<file path="src/rtl/ans_judge.sv">
// rtl/ans_judge.sv - factorization answer judge: serial prime-product check against the problem, saturating score.
// Optional macro JUDGE_ORDER_CHECK_EN additionally requires nondecreasing factors from the top slot down.
module ans_judge #(
  parameter int NSLOT   = 6,
  parameter int SCORE_W = 8
) (
  input  logic                 CLK,
  input  logic                 RST,
  input  logic                 start,
  input  logic [11:0]          problem,
  input  logic [4*NSLOT-1:0]   answer,
  output logic                 busy,
  output logic                 done,
  output logic                 correct,
  output logic                 wrong,
  output logic [SCORE_W-1:0]   score
);

  localparam int ACC_W = 4 * NSLOT;
  localparam int IDX_W = $clog2(NSLOT);

  typedef enum logic [1:0] {
    S_IDLE = 2'd0,
    S_MUL  = 2'd1,
    S_CMP  = 2'd2
  } state_t;

  state_t               r_state;
  state_t               w_next;
  logic [11:0]          r_problem;
  logic [4*NSLOT-1:0]   r_answer;
  logic [ACC_W-1:0]     r_acc;
  logic [IDX_W-1:0]     r_idx;
  logic                 r_invalid;
  logic                 r_nonempty;
  logic                 r_done;
  logic                 r_correct;
  logic                 r_wrong;
  logic [SCORE_W-1:0]   r_score;
`ifdef JUDGE_ORDER_CHECK_EN
  logic [3:0]           r_last;
`endif

  logic [3:0]           w_slot;
  logic                 w_prime;
  logic                 w_match;
  logic                 w_last_slot;

  always_comb begin
    w_slot = 4'd0;
    for (int i = 0; i < NSLOT; i++) begin
      if (r_idx == IDX_W'(i)) w_slot = r_answer[4*i +: 4];
    end
  end

  always_comb begin
    case (w_slot)
      4'd2, 4'd3, 4'd5, 4'd7, 4'd11, 4'd13: w_prime = 1'b1;
      default:                              w_prime = 1'b0;
    endcase
  end

  assign w_last_slot = (r_idx == IDX_W'(NSLOT - 1));
  assign w_match     = r_nonempty & ~r_invalid &
                       (r_acc == {{(ACC_W-12){1'b0}}, r_problem});

  always_ff @(posedge CLK or posedge RST) begin
    if (RST) r_state <= S_IDLE;
    else     r_state <= w_next;
  end

  always_comb begin
    w_next = r_state;
    case (r_state)
      S_IDLE:  if (start) w_next = S_MUL;
      S_MUL:   if (w_last_slot) w_next = S_CMP;
      S_CMP:   w_next = S_IDLE;
      default: w_next = S_IDLE;
    endcase
  end

  always_comb begin
    busy    = (r_state != S_IDLE);
    done    = r_done;
    correct = r_correct;
    wrong   = r_wrong;
    score   = r_score;
  end

  always_ff @(posedge CLK or posedge RST) begin
    if (RST) begin
      r_problem  <= '0;
      r_answer   <= '0;
      r_acc      <= '0;
      r_idx      <= '0;
      r_invalid  <= 1'b0;
      r_nonempty <= 1'b0;
      r_done     <= 1'b0;
      r_correct  <= 1'b0;
      r_wrong    <= 1'b0;
      r_score    <= '0;
`ifdef JUDGE_ORDER_CHECK_EN
      r_last     <= 4'd0;
`endif
    end else begin
      r_done <= 1'b0;
      case (r_state)
        S_IDLE: begin
          if (start) begin
            r_problem  <= problem;
            r_answer   <= answer;
            r_acc      <= ACC_W'(1);
            r_idx      <= '0;
            r_invalid  <= 1'b0;
            r_nonempty <= 1'b0;
            r_correct  <= 1'b0;
            r_wrong    <= 1'b0;
`ifdef JUDGE_ORDER_CHECK_EN
            r_last     <= 4'd0;
`endif
          end
        end
        S_MUL: begin
          // Non-prime slots still multiply; the invalid flag alone decides the verdict.
          if (w_slot != 4'd0) begin
            r_acc      <= r_acc * {{(ACC_W-4){1'b0}}, w_slot};
            r_nonempty <= 1'b1;
            if (!w_prime) r_invalid <= 1'b1;
`ifdef JUDGE_ORDER_CHECK_EN
            // Slots arrive low-to-high, so a higher slot may not exceed the previous factor.
            if (r_nonempty && (w_slot > r_last)) r_invalid <= 1'b1;
            r_last <= w_slot;
`endif
          end
          r_idx <= r_idx + IDX_W'(1);
        end
        S_CMP: begin
          r_correct <= w_match;
          r_wrong   <= ~w_match;
          r_done    <= 1'b1;
          if (w_match && (r_score != {SCORE_W{1'b1}})) r_score <= r_score + SCORE_W'(1);
        end
        default: ;
      endcase
    end
  end

endmodule

</file>
<file path="config.mk">
export PLATFORM = sky130hd
export DESIGN_NAME = ans_judge
export DESIGN_NICKNAME = d
export VERILOG_FILES = /design/src/rtl/ans_judge.sv
export SDC_FILE = /design/constraint.sdc
export NUM_CORES = 1
export LEC_CHECK = 0
export BUFFER_PORTS_ARGS = -buffer_cell sky130_fd_sc_hd__buf_4
export CAP_MARGIN = 20
export CORE_MARGIN = 8
export CORE_UTILIZATION = 45
export DETAILED_ROUTE_END_ITERATION = 10
export HOLD_SLACK_MARGIN = 0.06
export RECOVER_POWER = 25
export SLEW_MARGIN = 5
export SYNTH_ARGS = -nofsm -noshare
export SYNTH_HDL_FRONTEND = slang
export SYNTH_SLANG_ARGS = --single-unit
</file>
<file path="constraint.sdc">
create_clock -name CLK -period 7.4 [get_ports CLK]
set_input_delay 1.48 -clock CLK [delete_from_list [all_inputs] [get_ports CLK]]
set_output_delay 1.48 -clock CLK [all_outputs]
set_load 0.03 [all_outputs]
</file>
## Word level (Yosys, flattened, before mapping)

Cells that the tools add are included.

| word-level totals | value |
|---|---|
| register bits | 78 |
| input bits | 39 |

| cells by class | value |
|---|---|
| bitwise gates (word level) | 4 |
| mux-type cells | 24 |
| $mul | 1 |
| add/subtract/negate cells | 2 |
| reduce and logical (&&, ||, !) cells | 15 |
| equal/unequal tests | 19 |

Operators by type and width:

| cell | count |
|---|---|
| 24-bit two-way mux | 2 |
| 24-bit one-hot mux with 2 select lines | 1 |
| 24-bit by 12-bit == test with 1-bit output | 1 |
| 24-bit by 4-bit multiplier with 24-bit output | 1 |
| 4-bit two-way mux | 6 |
| 2-bit AND reduction | 5 |
| 8-bit by 1-bit adder with 8-bit output, second input constant | 1 |
| 4-bit by 2-bit == test with 1-bit output, second input constant | 2 |
| 4-bit by 3-bit == test with 1-bit output, second input constant | 2 |
| 4-bit == test, second input constant | 2 |
| 2-bit != test, second input constant | 4 |
| 8-bit != test, second input constant | 1 |
| 1-bit one-hot mux with 2 select lines | 4 |
| 3-bit by 2-bit == test with 1-bit output, second input constant | 2 |
| 3-bit == test, second input constant | 2 |
| 1-bit two-way mux | 6 |
| 3-bit one-hot mux with 2 select lines | 1 |
| 2-bit nonzero test | 3 |
| 6-bit OR reduction | 1 |
| 2-bit two-way mux | 2 |
| 2-bit one-hot mux with 2 select lines | 1 |
| 4-bit AND reduction | 1 |
| 4-bit nonzero test | 1 |
| 3-bit by 1-bit adder with 3-bit output, second input constant | 1 |
| other kinds (10) | 12 |

## Logic depth before layout (Yosys ltp)

| depth | value |
|---|---|
| word-level depth | 13 |
| gate-level depth with buffers | 23 |
| gate-level depth less buffers | 20 |

## Least setup slack after synthesis

OpenSTA, ideal clock, no wires.

| timing | value |
|---|---|
| path kind | register to register |
| from | register r_idx[0] |
| to | register r_acc[16] |
| period minus slack after synthesis | 5.115 ns |
| arrival time | 4.995 ns |
| cell stages (with the launch flop) | 23 |
| required time | 7.279 ns |
| setup slack | 2.285 ns |
| cell sequence | dfrtp_1 -> ha_1 -> buf_2 -> buf_6 -> a21oi_1 -> a211oi_1 -> a311oi_1 -> clkbuf_1 -> clkbuf_1 -> nor2b_1 -> fa_1 -> inv_1 -> fa_1 -> inv_1 -> ha_1 -> a21oi_1 -> nor2_1 -> or3_1 -> o21a_1 -> a21o_1 -> a21boi_0 -> xnor2_1 -> a22o_1 |

| on the way | value |
|---|---|
| word-level cells in the longest chain between the ends | 10 |
| elaborated cells on any way between the ends | 18 |
| classes of those cells | 1 x mul; 6 x eq/ne; 8 x mux; 3 x reduce/logical |

Ends and longest elaborated chain:

| what | line | text |
|---|---|---|
| start: declaration | 33 | `logic [IDX_W-1:0] r_idx;` |
| start signal: assignment | 135 | `r_idx <= r_idx + IDX_W'(1);` |
| 3-bit zero test | 52 | `if (r_idx == IDX_W'(i)) w_slot = r_answer[4*i +: 4];` |
| 4-bit two-way mux (5 in series) | 52 |  |
| 4-bit two-way mux (*) | 52 |  |
| 24-bit by 4-bit multiplier with 24-bit output or 4-bit nonzero test (tied branches) | 126, 125 |  |
| 24-bit two-way mux or 2-bit != test (tied branches) | - |  |
| 24-bit one-hot mux with 2 select lines or 3-bit AND reduction (tied branches) | - |  |
| end signal: assignment | 126 | `r_acc <= r_acc * {{(ACC_W-4){1'b0}}, w_slot};` |
| end: declaration | 32 | `logic [ACC_W-1:0] r_acc;` |

Every way passes the cells marked *; elsewhere a longest branch is shown, timed or not. The select of a mux whose other input is x is not followed.
A chain may end at the register's enable or synchronous reset.

## Final worst setup path

| timing | value |
|---|---|
| from | register r_idx[1] |
| to | register r_acc[23] |

The elaborated chain is that of the path after synthesis.

==> reports/qor.yml <==
place:
  placed_cells: 842
  gp_congestion: 0.864
  hpwl_mm: 10.0
  dp_slack_ns: 1.53
  portBuffers: 50
clock_network:
  tritoncts: "done"
  cts_resized: 0
  cts_buffers: 9
  root_buffer: "clkbuf_16"
  cts.reportedPaths.clkPinSlew_ns: 0.07
  worstSkewPairLatency_ns: 0.35
  holdBufCountCts: 0
  cts.htree.levels: 3
  cts_setup_buffers: 0
  cts.sinks: 78
  cts_buffer_depth: 2
cells_and_area:
  syn_to_final_growth_pct: 14.3
  diodes: 0
  drive_gt1_share_pct: 18.1
  layout_commonest_cell: "inv_1"
  fill_cells: 1249
  most-common-layout-cells: "inv_1, dfrtp_1, nand2_1"
  fin_nets: 789
  final_cell_count_no_fill: 860
sta:
  setup_tns_ns: 0
  timing.slew.headroom_pct: -134
  fin_crit_sh_pct: 76.7
  tightest_slew_ns: 3.51
  hold_violations: 0
  skew_ns: 0.00814
  fmax_ghz: 0.176
  finalSetupViolCount: 0
  period_needed_ns: 5.67
  finalWorstSetupSlack_ns: 1.73
  rsz0062_at_grt: "false"
  drv_slew: 66
grt:
  grt_pass1_wl_mm: 23.8
  overflow: 0
  grt_pass1_vias: 4744
  grtUsageMet3_pct: 4.54
  grt_util_met1_pct: 22.1
  grt_max_degree: 79
  grtUsageMet2_pct: 26.2
  grt_usage_pct: 16.6
  grt-busiest-layer: "met2"
  antenna_found_initial: 0
routing:
  wirelength_mm: 13.6
  drc: 0
  drt-initial-drc-count: 295
  vias_per_cell: 5.24
  wl_per_cell_um: 15.8
  dr_total_vias: 4508
  ant_nets: 0
  drtPass1Iterations: 5
synthesis:
  synth_flop_cell: "dfrtp_1"
  async_flop_share_pct: 100
  synthDistinctLibCells: 62
  synth-seq-area-share_pct: 32.0
  synth-seq-cells: 78
  syn_avg_cell_area_um2: 9.67
  netlist_instances: 632
  yosys_warnings: 0
  synth_edf_count: 0
  synth_area_um2: 6110
  syn_nets: 742
die:
  start_util_pct: 46.1
  dieArea_um2: 17600
  rows: 42
  fp.dieH_um: 133
  io_pins: 51
  die_x_um: 133
  coreArea_um2: 13200
critical_path:
  cp.arrival_ns: 5.94
  crit_type: "reg -> reg"
  required_ns: 7.67
  crit_path_end_kind: "register"
  crit_fanout: 18
  r2r_setup_slack_ns: 1.73
  r2r_cells: 18
  r2r-start: "r_idx[1]"
  critPathLaunchType: "register"
  r2r-end: "r_acc[23]"
status:
  violations: "capacitance limit, slew limit"
  status: "finished with violations"
pwr:
  vdd_drop_max_mv: 0.258
  power.density_nw_per_um2: 376
  leakage_nw: 3.37
job:
  drv_cap: 1
min_path:
  hold_path_depth: 2
  worstHoldEndpoint: "r_nonempty"
  min-delay-start: "r_nonempty"
  hold_class: "reg -> reg"
-- area by class of cell --
cell class	instances	area [um^2]	share of cell area [%]
inverter	88	332	4.75
clock buffer	9	225	3.23
tap	176	220	3.15
sequential	78	1950	28.0
timing repair buffer	57	420	6.02
clock inverter	7	106	1.52
multi-input combinational	445	3720	53.4
-- routing by layer --
metal | routed length, um | up-vias
met1 | 6350 | 2220
li1 | - | 2174
met2 | 6370 | 97
met3 | 646 | 17
met5 | 0 | -
met4 | 200 | 0
-- synth_stat cells (2+ instances only) --
cell type,count,area share (%)
a211oi_1,4,0.49
a21boi_0,2,0.25
a21o_1,10,1.2
a21oi_1,22,1.8
a22o_1,6,0.86
a311oi_1,2,0.29
a31oi_1,4,0.41
and2_1,44,4.5
and3_1,8,0.82
buf_1,3,0.18
buf_2,5,0.41
buf_4,2,0.25
buf_6,2,0.37
clkbuf_1,9,0.55
dfrtp_1,78,32
fa_1,41,13
ha_1,30,6.1
inv_1,87,5.3
mux2_2,36,6.6
nand2_1,63,3.9
nand2b_1,3,0.31
nand3_1,8,0.66
nand3b_1,6,0.74
nand4_1,4,0.41
nor2_1,13,0.80
nor2b_1,23,2.4
nor3_1,4,0.33
nor4_1,2,0.20
nor4_2,2,0.41
o21a_1,3,0.37
o21ai_0,32,2.6
o21ai_1,2,0.16
o21bai_1,2,0.25
o31ai_1,2,0.25
or2_2,3,0.31
xnor2_1,27,3.9
xor2_1,13,1.9
-- cells by family after synthesis --
group | Yosys count | share of synthesized area (%)
muxes | 37 | 6.80
DFF | 78 | 32.0
and+or+nand+nor | 191 | 17.0
adders and majority gates | 71 | 19.6
xor gates and xnor gates | 41 | 6.10
buffers and inverters | 109 | 7.17
AOI/OAI and AO/OA | 105 | 11.4
-- where the power goes --
group          total (mW)  switching, mW  leakage (nW)  internal (mW)
combinational        1.41          0.859          2.22          0.555
clock               0.498          0.197         0.162          0.301
sequential          0.715          0.132         0.988          0.583
-- critical path: stages, from the launching register on --
cell	delay, ns
dfrtp_1	0.41
inv_1	0.09
ha_1	0.50
a21oi_1	0.14
a221o_1	0.35
a32oi_2	0.64
nand2_1	0.16
fa_1	0.51
fa_1	0.54
inv_1	0.07
ha_1	0.30
a211oi_1	0.26
o21ai_0	0.17
a41oi_1	0.37
o21ai_0	0.23
a211oi_1	0.38
a21oi_1	0.16
xnor2_1	0.14
o21ai_0	0.13
-- metrics by stage --
stage	hold WS (ns)	power, mW	utilization (%)	cell area [um^2]
global route	0.502	2.87	52.7	6980
global placement	0.458	2.10	50.2	6650
CTS	0.478	2.65	52.7	6980
finish	0.477	2.63	52.7	6980
detailed placement	0.464	2.14	50.2	6650
floorplan	0.439	1.78	-	6110
-- state kept, by name, indices dropped and copies added, names as in the netlist --
register,cells
r_acc,24
r_answer,24
r_problem,12
score,8
r_idx,3
r_state,2
correct,1
done,1
r_invalid,1
r_nonempty,1
wrong,1
-- worst max path at each step --
| stage | start | end | slack [ns] | cells after the start |
|---|---|---|---|---|
| floorplan | r_idx[0] | r_acc[16] | 2.28 | 22 |
| CTS | r_idx[1] | r_acc[23] | 1.47 | 18 |
| detailed placement | r_idx[1] | r_acc[23] | 1.53 | 18 |
| finish | r_idx[1] | r_acc[23] | 1.73 | 18 |
| global route | RST | r_problem[9] | 1.19 | 4 |
| global placement | r_idx[1] | r_acc[23] | 1.77 | 18 |
(Power assumes the default switching activity.)
